## config.mk

```make
export PLATFORM = sky130hd
export DESIGN_NAME = lc3_mem_ctrl
export DESIGN_NICKNAME = d
export VERILOG_FILES = /design/src/rtl/lc3_mem_ctrl.sv
export SDC_FILE = /design/constraint.sdc
export NUM_CORES = 2
export LEC_CHECK = 0
export ABC_AREA = 1
export ABC_CLOCK_PERIOD_IN_PS = 37700
export CAP_MARGIN = 20
export CORE_UTILIZATION = 50
export CTS_BUF_LIST = sky130_fd_sc_hd__clkbuf_4
export CTS_CLUSTER_SIZE = 16
export DETAILED_ROUTE_END_ITERATION = 10
export PLACE_DENSITY = 0.65
export SLEW_MARGIN = 10
export SYNTH_ARGS = -nofsm -noshare
export SYNTH_HDL_FRONTEND = slang
export SYNTH_SLANG_ARGS = --single-unit
```

## constraint.sdc

```tcl
create_clock -name clk -period 37.7 [get_ports clk]
set_clock_uncertainty 0.15 [all_clocks]
set_input_delay 3.77 -clock clk [delete_from_list [all_inputs] [get_ports clk]]
set_output_delay 3.77 -clock clk [all_outputs]
set_load 0.01 [all_outputs]
```

## src/rtl/lc3_mem_ctrl.sv

```systemverilog
// LC-3 memory controller: a RAM plus the display device registers DSR and DDR,
// behind a req/ready handshake with a configurable number of wait states.
//
// Parameters:
//   WAIT_STATES  idle cycles between acceptance and completion (0..15)
//   DEPTH_LOG2   RAM holds 2**DEPTH_LOG2 16-bit words
//
// Ports:
//   clk         sole clock, rising edge
//   rst         asynchronous active-high reset
//   req         access request, sampled only in IDLE
//   we          1 = write, 0 = read, sampled with req
//   addr        word address (MAR), sampled with req
//   wdata       write data (MDR), sampled with req
//   rdata       read data, valid with ready, held until the next read completion
//   ready       one-cycle completion pulse
//   busy        high from the cycle after acceptance through the ready cycle
//   disp_data   display character register (DDR[7:0])
//   disp_valid  display character pending
//   disp_ack    display consumed the character
module lc3_mem_ctrl #(
    parameter int WAIT_STATES = 2,
    parameter int DEPTH_LOG2  = 8
) (
    input  logic        clk,
    input  logic        rst,
    input  logic        req,
    input  logic        we,
    input  logic [15:0] addr,
    input  logic [15:0] wdata,
    output logic [15:0] rdata,
    output logic        ready,
    output logic        busy,
    output logic [7:0]  disp_data,
    output logic        disp_valid,
    input  logic        disp_ack
);

    typedef enum logic [1:0] {
        IDLE = 2'd0,
        WAIT = 2'd1,
        DONE = 2'd2
    } state_t;

    localparam logic [15:0] IO_BASE  = 16'hFE00;
    localparam logic [15:0] DSR_ADDR = 16'hFE04;
    localparam logic [15:0] DDR_ADDR = 16'hFE06;

    // Counter value seen in the last WAIT cycle; the access completes at that edge.
    localparam logic [3:0] WAIT_LAST = 4'(WAIT_STATES - 1);

    state_t      state;
    state_t      state_next;
    logic [3:0]  wait_cnt;

    logic        lat_we;
    logic [15:0] lat_addr;
    logic [15:0] lat_wdata;

    logic        accept;
    logic        commit;
    logic        acc_we;
    logic [15:0] acc_addr;
    logic [15:0] acc_wdata;
    logic        ram_sel;
    logic        dsr_sel;
    logic        ddr_sel;
    logic [DEPTH_LOG2-1:0] ram_idx;
    logic [15:0] read_value;

    logic [15:0] mem [0:(1 << DEPTH_LOG2) - 1];

    assign accept = (state == IDLE) && req;

    // Next-state logic. commit marks the edge that enters DONE, where the
    // access takes effect; reset suppresses it so an aborted access leaves
    // the (unreset) RAM untouched.
    always_comb begin
        state_next = state;
        case (state)
            IDLE: begin
                if (req) begin
                    if (WAIT_STATES > 0) begin
                        state_next = WAIT;
                    end else begin
                        state_next = DONE;
                    end
                end
            end
            WAIT: begin
                if (wait_cnt == WAIT_LAST) begin
                    state_next = DONE;
                end
            end
            DONE:    state_next = IDLE;
            default: state_next = IDLE;
        endcase
    end

    assign commit = (state_next == DONE) && !rst;

    // With zero wait states the access commits at the acceptance edge itself,
    // before the latches hold it, so the live inputs are used while in IDLE.
    assign acc_we    = (state == IDLE) ? we    : lat_we;
    assign acc_addr  = (state == IDLE) ? addr  : lat_addr;
    assign acc_wdata = (state == IDLE) ? wdata : lat_wdata;

    assign ram_sel = (acc_addr < IO_BASE);
    assign dsr_sel = (acc_addr == DSR_ADDR);
    assign ddr_sel = (acc_addr == DDR_ADDR);
    assign ram_idx = acc_addr[DEPTH_LOG2-1:0];

    always_comb begin
        read_value = 16'h0000;
        if (ram_sel) begin
            read_value = mem[ram_idx];
        end else if (dsr_sel) begin
            read_value = {~disp_valid, 15'b0};
        end else if (ddr_sel) begin
            read_value = {8'h00, disp_data};
        end
    end

    always_ff @(posedge clk or posedge rst) begin
        if (rst) begin
            state    <= IDLE;
            wait_cnt <= 4'd0;
        end else begin
            state <= state_next;
            if (accept) begin
                wait_cnt <= 4'd0;
            end else if (state == WAIT) begin
                wait_cnt <= wait_cnt + 4'd1;
            end
        end
    end

    always_ff @(posedge clk or posedge rst) begin
        if (rst) begin
            lat_we    <= 1'b0;
            lat_addr  <= 16'h0000;
            lat_wdata <= 16'h0000;
        end else if (accept) begin
            lat_we    <= we;
            lat_addr  <= addr;
            lat_wdata <= wdata;
        end
    end

    always_ff @(posedge clk) begin
        if (commit && acc_we && ram_sel) begin
            mem[ram_idx] <= acc_wdata;
        end
    end

    always_ff @(posedge clk or posedge rst) begin
        if (rst) begin
            rdata <= 16'h0000;
        end else if (commit && !acc_we) begin
            rdata <= read_value;
        end
    end

    // A DDR write at the same edge as disp_ack wins: the new character is pending.
    always_ff @(posedge clk or posedge rst) begin
        if (rst) begin
            disp_data  <= 8'h00;
            disp_valid <= 1'b0;
        end else if (commit && acc_we && ddr_sel) begin
            disp_data  <= acc_wdata[7:0];
            disp_valid <= 1'b1;
        end else if (disp_ack) begin
            disp_valid <= 1'b0;
        end
    end

    assign ready = (state == DONE);
    assign busy  = (state != IDLE);

endmodule

```

==> reports/results.txt <==
Antenna-violating nets left: 0
Worst setup SP type: primary input
Final worst slack: 28.97 ns
Mapped Cells: 14600
First-pass GRT wire length: 730000 um
Crit-path cells: clkdlybuf4s50_1 -> inv_2 -> nand2_4 -> nand2_8 -> buf_12 -> nor2_4 -> inv_8 -> buf_12 -> buf_4 -> nor2_1 -> nor2_1 -> nand2_1 -> nand2_1 -> nand4_1 -> nand2_1 -> nand2_1 -> nor2_1 -> nand3_1 -> o21bai_1
Fin crit period: 8.73 ns
DIE AREA: 0.336 mm2
Total iterations of the first detailed-routing run: 6
DRT iter0 DRCs: 14100
Slowest cell on the critical path: buf_4
EDFF count, synth: 4096
Row count: 211
Sequential share of the synthesized area: 0.747
Met2 global-route usage: 0.451
M1 GR Usage: 0.396
Crit Path Max Fanout: 130
Critical path's top delay family: simple AND/OR/NAND/NOR gates
Seq cells post-synth: 4160
WL/cell: 24.6 um
Vias: 115000
RePlAce Congestion: 0.906
Clk_lat worst skew: 1.71 ns
# port buffers: 63
TNS Setup: 0 ns
Die Y: 580 um
Final core utilization: 0.563
Pin count of the biggest net entering global routing: 199
DRC viols: 0
H-Tree Depth: 7
Maximum vdd ir drop: 106 uV
Ys async rst share: 0.0154
# nets final: 15600
Critical Path Sink Type: flip-flop
Area grow syn2layout: 11.8%
Slew Limit Headroom: 0.164
Predominant post-synthesis flop cell: edfxtp_1
RSZ-0062 raised after global routing: no
Routed vias/inst: 5.61
Fraction of layout cells with a size suffix above 1: 0.141
Commonest cells after routing, fill and taps aside: nand2_1, edfxtp_1, nor2_1
Final cell count without fillers: 20500
Synth Net Count: 14600
WP data arrival: 10.09 ns
Crit path kind: in -> reg
Hpwl dp: 281000 um
Leak: 71.9 nW
Slew @ Worst Pin: 1.25 ns
Root Driver: clkbuf_4
Outcome: finished clean
WHS Path Cells: 2
Grt total ovfl: 0
# Post-CTS Setup Buffers: 0
Crit path depth: 19
Yosys cell types: 38
Most common library cell in the layout ignoring fill and taps: nand2_1
Pre-CTS setup slack: 27.48 ns
Core area: 0.331 mm2
CTS clk-pin slew, worst paths: 0.06 ns
Crit path largest cell delay: 0.73 ns
Post-Route WL: 504000 um
Syn avg cell area: 11.4 um2
Critical path buffers and inverters: 6
CTS tree: built
Most used cell, CP: nand2_1
Yosys warning count: 0
Max-cap violations: 0
Initial Utilization: 0.504
Initial antenna violation count: 22
Setup violators final: 0
Placed cell count: 18700
Fin crit share: 0.232
Num CTS Buffers: 1130
Die Wd: 580 um
Met3 global-route usage: 0.0864
Hold-fix buffers, CTS: 0
Cell Area, Synth: 0.167 mm2
Post-CTS resize count: 0
Pwr Density: 91.2 mW/mm2
Slew Limit Fails: 0
Fmax: 115 MHz
Max Root-Sink Buffers: 5
Required time of the critical path: 39.06 ns
Worst hold margin: 0.341 ns
FF-to-FF path depth: 11
Number of global-route vias before repair: 110000
Hold WC Path Type: reg -> reg
GRT Util Overall: 0.299
Num ports: 64
# clock sinks: 4160
Final Hold Vio Count: 0
Top Usage Layer GRT: met2
[area by class of cell]
| class | instances | area, um2 |
|---|---|---|
| Antenna cell | 23 | 57.6 |
| Clock buffer | 1596 | 12000 |
| Clock inverter | 144 | 840 |
| Fill cell | 27500 | 145000 |
| Inverter | 114 | 444 |
| Multi-Input combinational cell | 9607 | 38900 |
| Sequential cell | 4160 | 125000 |
| Tap cell | 4366 | 5460 |
| Timing Repair Buffer | 500 | 4280 |
[worst register-to-register path, delay by kind of cell (launching register included)]
kind	cells	cell delay, ns
and+or+nand+nor	7	3.92
buffers and inverters	4	2.12
DFF	1	0.46
[final timing paths]
kind	start	to	slack (ns)
setup / recovery	addr[0]	rdata[8]	28.97
hold / removal	lat_addr[10]	lat_addr[10]	0.34
setup reg to reg	state[1]	mem[158][5]	30.79
hold reg to reg	lat_addr[10]	lat_addr[10]	0.34
max in group asynchronous	rst	rdata[4]	33.74
min in group asynchronous	rst	wait_cnt[3]	2.30
[cells in the mapped netlist, types with 2 or more instances]
library cell / number / area share
nand2_4: 4 / 0.00027
or2_0: 6 / 0.00022
buf_6: 4 / 0.00027
o21ai_2: 5 / 0.00026
nand2_1: 6293 / 0.14
clkbuf_1: 265 / 0.0060
nor3_1: 3 / 0.000090
a21oi_1: 4 / 0.00012
o211ai_1: 36 / 0.0016
inv_1: 79 / 0.0018
buf_1: 66 / 0.0015
nor4_1: 2 / 0.000075
nand2_2: 16 / 0.00060
o21ai_1: 116 / 0.0035
a31oi_1: 5 / 0.00019
nand3_1: 417 / 0.013
nand4_1: 112 / 0.0042
inv_2: 34 / 0.00076
o22ai_1: 251 / 0.0094
ha_1: 2 / 0.00015
nor2_4: 5 / 0.00034
buf_2: 376 / 0.011
a22oi_1: 2 / 0.000090
o21ai_0: 259 / 0.0078
buf_4: 17 / 0.00076
dfrtp_1: 64 / 0.0096
or2_1: 3 / 0.00011
edfxtp_1: 4096 / 0.74
or2_2: 55 / 0.0021
o21bai_1: 6 / 0.00027
nor2_1: 1986 / 0.045
nor2_2: 14 / 0.00052
[metrics by stage]
stage	area, um2	total power [mW]
floorplan	167000	10.8
detailed placement	174000	13.2
global placement	174000	13.1
global route	187000	17.8
finish	187000	17.0
CTS	186000	16.9
[metal layers]
metal / vias to the layer above / wire (um)
li1: 51700 / -
met3: 1120 / 61900
met2: 6958 / 227000
met1: 55300 / 191000
met4: 14 / 24200
met5: - / 77
[where the power goes]
| part | leakage [nW] | switching [mW] | internal (mW) |
|---|---|---|---|
| combinational | 26.2 | 5.72 | 1.46 |
| clock | 7.77 | 1.77 | 1.99 |
| sequential | 37.9 | 0.0372 | 6.04 |
| total | 71.9 | 7.53 | 9.49 |
[logic make-up after synthesis]
family / synth area share
adders and majority gates: 0.000150
buffers and inverters: 0.0223
DFF: 0.747
and+or+nand+nor: 0.208
AOI/OAI and AO/OA: 0.0232
[flip-flops by register name, indices dropped and copies added, names as in the netlist]
register	cells
lat_we	1
disp_valid	1
mem	4096
lat_wdata	16
state	2
disp_data	8
wait_cnt	4
lat_addr	16
rdata	16
Power figures use the tool's default switching activity.
